File: src/rtl/pipe_hazard_ctrl_pkg.sv
// Shared types and widths for the pipeline hazard / data-memory sequencer.
// Imported by the top and the load-use compare sub-module.
package pipe_hazard_ctrl_pkg;

  localparam int REG_W  = 5;
  localparam int DATA_W = 32;

  typedef enum logic [1:0] {
    ST_RUN  = 2'd0,
    ST_REQ  = 2'd1,
    ST_DONE = 2'd2
  } state_e;

endpackage

File: src/rtl/pipe_hazard_ctrl_hazard_detect.sv
// Load-use compare: a load in ID/EX whose destination feeds the IF/ID instruction.
// Register x0 never creates a dependency.
module pipe_hazard_ctrl_hazard_detect
  import pipe_hazard_ctrl_pkg::*;
(
  input  logic             memRead,
  input  logic [REG_W-1:0] idexRd,
  input  logic [REG_W-1:0] ifidRs1,
  input  logic [REG_W-1:0] ifidRs2,
  output logic             loadUse
);

  always_comb begin
    loadUse = memRead && (idexRd != '0) &&
              ((idexRd == ifidRs1) || (idexRd == ifidRs2));
  end

endmodule

File: src/rtl/pipe_hazard_ctrl.sv
// Stall/flush sequencer for the 5-stage pipeline: load-use stalls, taken-branch
// flushes and a req/ack data-memory access that freezes the pipe until done.
module pipe_hazard_ctrl
  import pipe_hazard_ctrl_pkg::*;
#(
  parameter int MEM_TIMEOUT = 16,
  parameter int CNT_W       = 32
) (
  input  logic              clk,
  input  logic              rst_n,
  input  logic              idex_memread_i,
  input  logic [REG_W-1:0]  idex_rd_i,
  input  logic [REG_W-1:0]  ifid_rs1_i,
  input  logic [REG_W-1:0]  ifid_rs2_i,
  input  logic              branch_taken_i,
  input  logic              exmem_memacc_i,
  output logic              dmem_req_o,
  input  logic              dmem_ack_i,
  input  logic [DATA_W-1:0] dmem_rdata_i,
  output logic [DATA_W-1:0] mem_rdata_o,
  output logic              pc_we_o,
  output logic              ifid_we_o,
  output logic              ifid_flush_o,
  output logic              idex_we_o,
  output logic              idex_flush_o,
  output logic              exmem_we_o,
  output logic              memwb_we_o,
  output logic              mem_err_o,
  output logic [CNT_W-1:0]  stall_cnt_o
);

  localparam logic [7:0] WAIT_LAST = 8'(MEM_TIMEOUT - 1);

  state_e     state;
  logic [7:0] waitCnt;
  logic       loadUse;
  logic       freeze;

  pipe_hazard_ctrl_hazard_detect uHazard (
    .memRead (idex_memread_i),
    .idexRd  (idex_rd_i),
    .ifidRs1 (ifid_rs1_i),
    .ifidRs2 (ifid_rs2_i),
    .loadUse (loadUse)
  );

  // The whole pipe holds while a memory access is being launched or is in flight.
  assign freeze = (state == ST_REQ) || ((state == ST_RUN) && exmem_memacc_i);

  // DONE shares the RUN hazard rules: EX/MEM and MEM/WB always capture there,
  // while a load-use still holds PC and IF/ID so the dependent instruction is kept.
  always_comb begin
    pc_we_o      = 1'b1;
    ifid_we_o    = 1'b1;
    idex_we_o    = 1'b1;
    exmem_we_o   = 1'b1;
    memwb_we_o   = 1'b1;
    ifid_flush_o = 1'b0;
    idex_flush_o = 1'b0;
    if (freeze) begin
      pc_we_o    = 1'b0;
      ifid_we_o  = 1'b0;
      idex_we_o  = 1'b0;
      exmem_we_o = 1'b0;
      memwb_we_o = 1'b0;
    end else if (branch_taken_i) begin
      ifid_flush_o = 1'b1;
      idex_flush_o = 1'b1;
    end else if (loadUse) begin
      pc_we_o      = 1'b0;
      ifid_we_o    = 1'b0;
      idex_flush_o = 1'b1;
    end
  end

  always_ff @(posedge clk or negedge rst_n) begin
    if (!rst_n) begin
      state       <= ST_RUN;
      dmem_req_o  <= 1'b0;
      mem_rdata_o <= '0;
      mem_err_o   <= 1'b0;
      waitCnt     <= '0;
    end else begin
      case (state)
        ST_RUN: begin
          waitCnt <= '0;
          if (exmem_memacc_i) begin
            state      <= ST_REQ;
            dmem_req_o <= 1'b1;
          end
        end
        ST_REQ: begin
          if (dmem_ack_i) begin
            mem_rdata_o <= dmem_rdata_i;
            dmem_req_o  <= 1'b0;
            state       <= ST_DONE;
          end else if (waitCnt == WAIT_LAST) begin
            mem_rdata_o <= '0;
            mem_err_o   <= 1'b1;
            dmem_req_o  <= 1'b0;
            state       <= ST_DONE;
          end else begin
            waitCnt <= waitCnt + 8'd1;
          end
        end
        ST_DONE: begin
          waitCnt <= '0;
          state   <= ST_RUN;
        end
        default: begin
          dmem_req_o <= 1'b0;
          waitCnt    <= '0;
          state      <= ST_RUN;
        end
      endcase
    end
  end

  always_ff @(posedge clk or negedge rst_n) begin
    if (!rst_n) begin
      stall_cnt_o <= '0;
    end else if (!memwb_we_o && (stall_cnt_o != '1)) begin
      stall_cnt_o <= stall_cnt_o + 1'b1;
    end
  end

endmodule

File: config.mk
export PLATFORM = sky130hd
export DESIGN_NAME = pipe_hazard_ctrl
export DESIGN_NICKNAME = d
export VERILOG_FILES = /design/src/rtl/pipe_hazard_ctrl_pkg.sv /design/src/rtl/pipe_hazard_ctrl_hazard_detect.sv /design/src/rtl/pipe_hazard_ctrl.sv
export SDC_FILE = /design/constraint.sdc
export NUM_CORES = 1
export LEC_CHECK = 0
export CAP_MARGIN = 10
export CORE_MARGIN = 4
export CORE_UTILIZATION = 48
export CTS_CLUSTER_DIAMETER = 200
export DETAILED_ROUTE_END_ITERATION = 10
export MAX_ROUTING_LAYER = met4
export PLACE_DENSITY = 0.94
export SLEW_MARGIN = 30
export SYNTH_ARGS = -nofsm -noshare
export SYNTH_HDL_FRONTEND = slang
export SYNTH_SLANG_ARGS = --single-unit
File: constraint.sdc
create_clock -name clk -period 3.58 [get_ports clk]
set_clock_uncertainty 0.1 [all_clocks]
set_input_delay 0.895 -clock clk [delete_from_list [all_inputs] [get_ports clk]]
set_output_delay 0.895 -clock clk [all_outputs]
set_load 0.01 [all_outputs]
==> results of run 1 <==
## synthesized netlist by cell type (4+ instances only)
| cell type | count | share of area [%] |
|---|---|---|
| xor2_1 | 27 | 6.9 |
| nand4_1 | 10 | 1.8 |
| xnor2_1 | 20 | 5.1 |
| inv_1 | 8 | 0.88 |
| buf_2 | 4 | 0.59 |
| a22o_1 | 32 | 8.2 |
| nor3_1 | 12 | 1.8 |
| dfrtp_1 | 76 | 56 |
| nor2_1 | 24 | 2.6 |
| nand3_1 | 16 | 2.3 |
| clkbuf_1 | 5 | 0.55 |
| a21oi_1 | 6 | 0.88 |
| and3_1 | 6 | 1.1 |
| buf_4 | 4 | 0.88 |
| nor4_1 | 6 | 1.1 |
| nand2_1 | 19 | 2.1 |
## power by group through the flow
stage          Clock [mW]  Sequential [mW]  Combinational, mW
2_1_floorplan           0             1.36              0.355
3_3_place_gp            0             1.26               1.08
3_5_place_dp            0             1.28               1.11
4_1_cts             0.722             1.27               1.11
5_1_grt             0.756             1.30               1.17
6_report            0.708             1.27               1.10
## repair_timing
action                                  4_1_cts  5_1_grt
endpoints found under the setup margin        3        3
hold buffers                                  0        0
pin swaps                                     0        1
setup buffers                                 0        0
resized for setup                             5        5
## layer usage
layer,up-vias,global-route usage [%]
met5,-,-
met4,0,10.3
met3,17,5.20
met2,97,37.5
met1,1420,26.3
li1,1341,-
## worst paths after layout
check                                      from              end  slack [ps]  cells past startpoint
worst max register to register  stall_cnt_o[21]  stall_cnt_o[17]        1130                      5
worst max-delay path               idex_rd_i[0]     idex_flush_o          30                      8
max in group asynchronous                 rst_n   stall_cnt_o[4]        2140                      2
worst min-delay path                   state[1]         state[0]         370                      1
worst min register to register         state[1]         state[0]         370                      1
min in group asynchronous                 rst_n   mem_rdata_o[3]         540                      1
## metrics by stage
| stage | util, % | TNS (ps) | setup WS (ps) | instances |
|---|---|---|---|---|
| global placement | 69.9 | -504 | -194 | 519 |
| finish | 73.1 | 0 | 34.0 | 535 |
| floorplan | - | 0 | 535 | 304 |
| global route | 73.1 | -32.6 | -32.6 | 535 |
| detailed placement | 69.9 | -800 | -297 | 519 |
| CTS | 73.0 | 0 | 17.6 | 535 |
## critical path, delay by kind of cell
kind,cells,cell delay [ps]
compound gates,2,320
simple gates,2,330
xor+xnor,1,150
buf+inv,3,850
## flip-flops by register name, indices dropped and copies added, names as in the netlist
| register | count |
|---|---|
| dmem_req_o | 1 |
| mem_err_o | 1 |
| mem_rdata_o | 32 |
| stall_cnt_o | 32 |
| state | 2 |
| waitCnt | 8 |
## final cells by class
type,instances,area [µm²],area share (%)
Clock buffer,10,128,2.56
Tap cell,96,120,2.41
Clock inverter,6,88.8,1.78
Timing Repair Buffer,133,1310,26.3
Inverter,8,30.0,0.602
Multi-Input combinational cell,206,1410,28.2
Sequential cell,76,1900,38.1
## logic make-up (layout without fill, tap and decap cells)
kind of cell | after synthesis | in the layout | share of synthesized area [%]
compound gates | 46 | 46 | 10.8
buf+inv | 22 | 157 | 3.23
flops | 76 | 76 | 55.8
xor+xnor | 47 | 47 | 12.1
simple gates | 109 | 109 | 16.7
mux | 2 | 2 | 0.734
fa+ha+maj | 2 | 2 | 0.734
==> flow_summary.json, run 1 <==
{
  "synthFlopType": "dfrtp_1",
  "grt_overflow": 0,
  "ys_ff_latch": 76,
  "grt_pass1_vias": 3045,
  "wl_met1_um": 3480,
  "grtUsageTotal_pct": 22.6,
  "dr.pass1.iters": 4,
  "finalPower_mw": 3.07,
  "maxClockFrequency_mhz": 282,
  "postSynthCellCount": 304,
  "cts.htree.levels": 3,
  "io_pins": 126,
  "wl_met3_um": 450,
  "worstSkewPairLatency_ps": 340,
  "avgSynthCellArea_um2": 11.2,
  "drtIter0Drc": 127,
  "initial_utilization_pct": 49.9,
  "cts_tree": "yes",
  "cpMaxStageDelayCell": "clkdlybuf4s50_1",
  "vias_per_cell": 5.37,
  "drc": 0,
  "cts_buffers": 9,
  "cap_violations": 0,
  "wl_met2_um": 4780,
  "status": "complete, no violations",
  "drive_gt1_share_pct": 7.97,
  "portBuffers": 125,
  "post-route-min-period_ps": 3550,
  "cp-start-kind": "primary input",
  "clkSinkCount": 76,
  "grt_pass1_wl_um": 14700,
  "place_area_um2": 4770,
  "final_common_cell": "clkdlybuf4s50_1",
  "seqPwrFrac_pct": 41.2,
  "nets": 489,
  "drtAntennaViolNets": 0,
  "place.gp.congestion": 0.862,
  "p_per_area_nw_per_um2": 616,
  "rows": 30,
  "ys_warn_count": 0,
  "wirelength_um": 8980,
  "critPathCaptureType": "output port",
  "seq_area_frac_synth_pct": 55.8,
  "finalCritPeriodShare_pct": 99.1,
  "switching_share_pct": 30.2,
  "finalHoldViolCount": 0,
  "fp.dieW_um": 92.3,
  "ys_async_sr_fraction_pct": 100,
  "layout.cells.most_common_list": "clkdlybuf4s50_1, dfrtp_1, a22o_1",
  "maxSlewViolCount": 0,
  "diodes": 0,
  "core_um2": 6830,
  "dp_hpwl_um": 6700,
  "ir_worst_vdd_mv": 0.504,
  "syn-num-nets": 359,
  "min_path_type": "reg -> reg",
  "final_area_um2": 4990,
  "syn_area_um2": 3410,
  "cp.required_ps": 2580,
  "critical_path_class": "in -> out",
  "wire_per_inst_um": 16.8,
  "p_leak_nw": 2.17,
  "grt_start_max_net_pins": 42,
  "worstPathCellList": "clkdlybuf4s50_1, buf_4, xor2_1, nor3_1, nand3_1, a21oi_2, o21a_1, clkdlybuf4s15_1",
  "switching_power_mw": 0.928,
  "pwr-share-comb_pct": 35.7,
  "arrival_ps": 2550,
  "rsz0062_at_grt": "yes",
  "antenna_found_initial": 0,
  "root_buffer": "clkbuf_8",
  "fin_hold_ws_ps": 374,
  "dr_total_vias": 2875,
  "fp.dieH_um": 92.3,
  "routed.top_layer": "met4",
  "path_clk_slew_ps": 80,
  "internal_power_mw": 2.15,
  "nFillCells": 499,
  "max_stage_delay_ps": 450,
  "area_growth_pct": 46.3,
  "synth_edf_count": 0,
  "final-setup-viol-count": 0,
  "dieArea_um2": 8520,
  "cp_max_fo": 2,
  "p_clk_share_pct": 23.0,
  "maxSlewHeadroom_pct": 45.8,
  "clockBufferDepth": 2,
  "synth_cell_types": 39,
  "worstMarginPinSlew_ps": 813
}
(Power assumes the default switching activity.)
==> run 2: changes to the inputs <==
--- a/config.mk
+++ b/config.mk
@@ -6,10 +6,11 @@
 export NUM_CORES = 1
 export LEC_CHECK = 0
 export CAP_MARGIN = 10
-export CORE_MARGIN = 4
+export CORE_MARGIN = 5
 export CORE_UTILIZATION = 48
 export CTS_CLUSTER_DIAMETER = 200
 export DETAILED_ROUTE_END_ITERATION = 10
+export HOLD_SLACK_MARGIN = 0.12
 export MAX_ROUTING_LAYER = met4
 export PLACE_DENSITY = 0.94
 export SLEW_MARGIN = 30
==> run 2 against run 1 <==
Against the previous run: final area decreased by 0.25%; die area rose by 4.4%; worst hold slack got worse by 1.5 ps; clock power decreased by 8.1%; highest routed layer unchanged; critical endpoint is now pc_we_o.
==> flow_summary.json, run 2 (synthesized netlist as in run 1, its figures left out) <==
{
  "nets": 490,
  "cpMaxStageDelayCell": "or4_1",
  "arrival_ps": 2530,
  "critPathCaptureType": "output port",
  "critical-path-top-delay-family": "buffers and inverters",
  "rows": 30,
  "cp-start-kind": "primary input",
  "max_stage_delay_ps": 540,
  "cp.required_ps": 2580,
  "maxClockFrequency_mhz": 284,
  "p_per_area_nw_per_um2": 606,
  "wirelength_um": 9060,
  "ir_worst_vdd_mv": 0.542,
  "antenna_found_initial": 0,
  "layout.cells.most_common_list": "clkdlybuf4s50_1, dfrtp_1, a22o_1",
  "finalPower_mw": 3.02,
  "worstSkewPairLatency_ps": 340,
  "drc": 0,
  "area_growth_pct": 46.0,
  "drtAntennaViolNets": 0,
  "grt_pass1_wl_um": 14400,
  "cp_max_fo": 2,
  "post-route-min-period_ps": 3520,
  "root_buffer": "clkbuf_8",
  "min_path_type": "reg -> reg",
  "drive_gt1_share_pct": 9.32,
  "worstPathCellList": "clkdlybuf4s50_1, or4_1, o21ai_2, a21oi_2, buf_4, a21oi_2, buf_2",
  "status": "complete, no violations",
  "drtIter0Drc": 160,
  "cts_hold_buf": 0,
  "grt_start_max_net_pins": 43,
  "dr.pass1.iters": 4,
  "initial_utilization_pct": 49.7,
  "place.gp.congestion": 0.896,
  "dp_hpwl_um": 6680,
  "reg_top3": "mem_rdata_o (32), stall_cnt_o (32), waitCnt (8)",
  "final-setup-viol-count": 0,
  "grt_overflow": 0,
  "diodes": 0,
  "finalHoldViolCount": 0,
  "io_pins": 126,
  "p_leak_nw": 2.17,
  "core_um2": 6870,
  "maxSlewHeadroom_pct": 47.8,
  "cp_num_buf_inv": 3,
  "fp.dieW_um": 94.3,
  "portBuffers": 125,
  "finalCritPeriodShare_pct": 98.3,
  "path_clk_slew_ps": 80,
  "cap_violations": 0,
  "clockBufferDepth": 2,
  "dr_total_vias": 2853,
  "final_area_um2": 4980,
  "place_area_um2": 4770,
  "critical_path_class": "in -> out",
  "wire_per_inst_um": 16.9,
  "cts_buffers": 9,
  "final_common_cell": "clkdlybuf4s50_1",
  "cts.htree.levels": 3,
  "dpl.cell_count": 519,
  "clkSinkCount": 76,
  "maxSlewViolCount": 0,
  "fp.dieH_um": 94.3,
  "vias_per_cell": 5.32,
  "grt_pass1_vias": 2986,
  "fin_hold_ws_ps": 373,
  "grtUsageTotal_pct": 21.5,
  "cts_tree": "yes",
  "crit_top_cell": "a21oi_2",
  "dieArea_um2": 8890,
  "fin_cells": 536,
  "worstMarginPinSlew_ps": 783
}
## run 2: changes by cell type in the layout (fill, tap and decap cells not counted), sizes merged
cell,change
buf,+3
clkinvlp,-1
clkbuf,-1
clkdlybuf4s15,-2
clkinv,+1
bufinv,-1
inv,+2
## run 2: power by group
part	internal [mW]	switching [mW]	total [mW]
sequential	1.09	0.176	1.27
clock	0.326	0.326	0.651
combinational	0.661	0.439	1.10
total	2.08	0.941	3.02
## run 2: routing by layer
metal / global-route usage [%] / wire length [µm] / up-vias
met5: - / 0 / -
met1: 26.2 / 3690 / 1402
met2: 34.4 / 4700 / 93
met4: 7.10 / 235 / 0
li1: - / - / 1340
met3: 6.25 / 430 / 18
## run 2: cell type report
| class | instances | area, µm² |
|---|---|---|
| sequential | 76 | 1900 |
| clock buffer | 9 | 124 |
| inverter | 8 | 30.0 |
| timing repair buffer | 134 | 1310 |
| tap | 96 | 120 |
| clock inverter | 7 | 73.8 |
| fill | 494 | 1890 |
| multi-input combinational | 206 | 1420 |
## run 2: stage by stage
stage               setup slack (ps)  TNS (ps)  utilization, %
floorplan                        535         0               -
global placement                -228      -597            69.5
detailed placement              -317      -892            69.5
CTS                             20.6         0            72.4
global route                   -11.2     -20.6            72.5
finish                          59.7         0            72.5
## run 2: worst reg2reg max path: cells and delay by family, from the launching register on
family | cells | cell delay [ps]
AND/OR/NAND/NOR | 4 | 1460
flip-flops | 1 | 420
adder cells (fa/ha/maj) | 1 | 220
XOR/XNOR | 1 | 170
## run 2: repair_timing
| item | in CTS | in global routing |
|---|---|---|
| pin swaps | 3 | 0 |
| buffers inserted | 1 | 0 |
| gates resized for setup | 12 | 4 |
| endpoints found under the setup margin | 3 | 3 |
## run 2: final timing paths
check,start,end,slack (ps),cells past startpoint
setup / recovery,idex_rd_i[0],pc_we_o,60,7
hold / removal,mem_err_o,mem_err_o,370,1
setup reg to reg,stall_cnt_o[0],stall_cnt_o[25],1090,6
hold reg to reg,mem_err_o,mem_err_o,370,1
max in group asynchronous,rst_n,waitCnt[1],2170,2
min in group asynchronous,rst_n,mem_rdata_o[0],530,1
==> run 3: changes to the inputs <==
==> constraint.sdc (replaced) <==
create_clock -name clk -period 4.1 [get_ports clk]
set_clock_uncertainty 0.1 [all_clocks]
set_input_delay 1.025 -clock clk [delete_from_list [all_inputs] [get_ports clk]]
set_output_delay 1.025 -clock clk [all_outputs]
set_load 0.01 [all_outputs]
==> run 3 against run 2 <==
Against the previous run: worst setup slack improved by 170 ps; global-route usage is 0.059 points higher; register-to-register slack better by 570 ps; sequential share of layout area is 0.57 points lower; non-clock buffer count shrank 1; critical path depth down 1; utilization rose by 1.1 points; final cell count decreased by 0.19%; first-iteration DRC count is 2.5% higher; largest cell class unchanged.
==> flow_summary.json, run 3 (synthesized netlist as in run 1, its figures left out) <==
{
  "cpMaxStageDelayCell": "or4_1",
  "use_met1_pct": 27.2,
  "maxClockFrequency_mhz": 259,
  "vias_per_cell": 5.33,
  "finalCritPeriodShare_pct": 94.3,
  "max_stage_delay_ps": 550,
  "grt_busiest_layer": "met2",
  "fin_setup_tns_ps": 0,
  "nets": 489,
  "dp_hpwl_um": 6640,
  "wire_per_inst_um": 17.3,
  "rows": 30,
  "cts_tree": "yes",
  "clockBufferDepth": 2,
  "ir_worst_vdd_mv": 0.354,
  "drtAntennaViolNets": 0,
  "fin_hold_ws_ps": 368,
  "critical_path_class": "in -> out",
  "fp.dieW_um": 94.3,
  "final_common_cell": "clkdlybuf4s50_1",
  "final_util_pct": 73.6,
  "diodes": 0,
  "fp.dieH_um": 94.3,
  "critPathCaptureType": "output port",
  "finalPower_mw": 2.87,
  "layout.cells.most_common_list": "clkdlybuf4s50_1, dfrtp_1, a22o_1",
  "use_met3_pct": 2.56,
  "cp_max_fo": 2,
  "drtIter0Drc": 164,
  "post-route-min-period_ps": 3870,
  "drc": 0,
  "worstPathCellList": "clkdlybuf4s50_1, or4_1, o21ai_1, a21oi_2, a21oi_1, dlygate4sd2_1",
  "critical-path-top-delay-family": "buffers and inverters",
  "grt_pass1_wl_um": 14400,
  "wirelength_um": 9250,
  "root_buffer": "clkbuf_8",
  "cts_setup_buffers": 0,
  "dr_total_vias": 2849,
  "core_um2": 6870,
  "arrival_ps": 2740,
  "final_area_um2": 5050,
  "grtUsageTotal_pct": 21.5,
  "io_pins": 126,
  "cap_violations": 0,
  "reg_top3": "mem_rdata_o (32), stall_cnt_o (32), waitCnt (8)",
  "area_growth_pct": 48.2,
  "cts.htree.levels": 3,
  "initial_utilization_pct": 49.7,
  "final-setup-viol-count": 0,
  "place.gp.congestion": 0.904,
  "p_per_area_nw_per_um2": 568,
  "status": "complete, no violations",
  "dr.pass1.iters": 5,
  "cp-start-kind": "primary input",
  "maxSlewViolCount": 0,
  "cp.required_ps": 2970,
  "place_area_um2": 4760,
  "dieArea_um2": 8890,
  "grt_overflow": 0,
  "rsz0062_at_grt": "no",
  "cts_buffers": 9,
  "worstMarginPinSlew_ps": 679,
  "worstSkewPairLatency_ps": 340,
  "path_clk_slew_ps": 80,
  "grt_pass1_vias": 2927,
  "maxSlewHeadroom_pct": 54.7,
  "p_leak_nw": 2.22,
  "grt_start_max_net_pins": 77,
  "finalHoldViolCount": 0,
  "clkSinkCount": 76,
  "portBuffers": 125,
  "drive_gt1_share_pct": 7.52,
  "use_met2_pct": 35.5,
  "antenna_found_initial": 0,
  "min_path_type": "reg -> reg",
  "cp_num_buf_inv": 2
}
==> run 3: changes by cell type in the layout (fill, tap and decap cells not counted), sizes merged <==
cell,previous run,this run
buf,12,9
bufinv,1,5
clkinv,3,0
clkinvlp,1,0
dlygate4sd2,0,2
dlymetal6s2s,0,1
inv,10,9
==> run 3: worst paths after layout <==
path	depth (start not counted)	end	startpoint	slack, ps
max reg2reg	5	stall_cnt_o[5]	stall_cnt_o[21]	1660
min in group asynchronous	2	mem_rdata_o[0]	rst_n	660
min reg2reg	1	mem_err_o	mem_err_o	370
min	1	mem_err_o	mem_err_o	370
max	6	pc_we_o	idex_rd_i[0]	230
max in group asynchronous	2	stall_cnt_o[13]	rst_n	2730
==> run 3: through the flow <==
step	std cells	setup WS [ps]
6_report	535	233
5_1_grt	535	137
4_1_cts	535	9.95
3_5_place_dp	519	-75.1
3_3_place_gp	519	34.1
2_1_floorplan	304	795
==> run 3: power by group <==
part | total [mW] | switching [mW] | internal [mW]
combinational | 0.957 | 0.380 | 0.577
clock | 0.804 | 0.274 | 0.530
sequential | 1.11 | 0.154 | 0.952
==> run 3: per-layer routing <==
metal  up-vias  share of wire [%]
met3        15                3.6
met2        93                 53
met1      1407                 41
li1       1334                  -
met5         -                  0
met4         0                1.8
==> run 3: repair_timing <==
action                                  4_1_cts  5_1_grt
pin swaps                                     0        1
hold buffers                                  0        0
endpoints found under the setup margin        2        1
resized for setup                             2        3
==> run 3: cell type report <==
type / count / area [µm²]
Multi-Input combinational cell: 206 / 1410
Timing Repair Buffer: 133 / 1310
Fill cell: 487 / 1820
Clock inverter: 6 / 159
Inverter: 8 / 30.0
Sequential cell: 76 / 1900
Clock buffer: 10 / 128
Tap cell: 96 / 120
==> run 3: worst reg2reg max path, stage by stage (launching register included) <==
cell and delay (ps):
dfrtp_1 460, nand3_2 170, or4_1 710, nor3_4 560
nor3_1 150, xor2_1 180
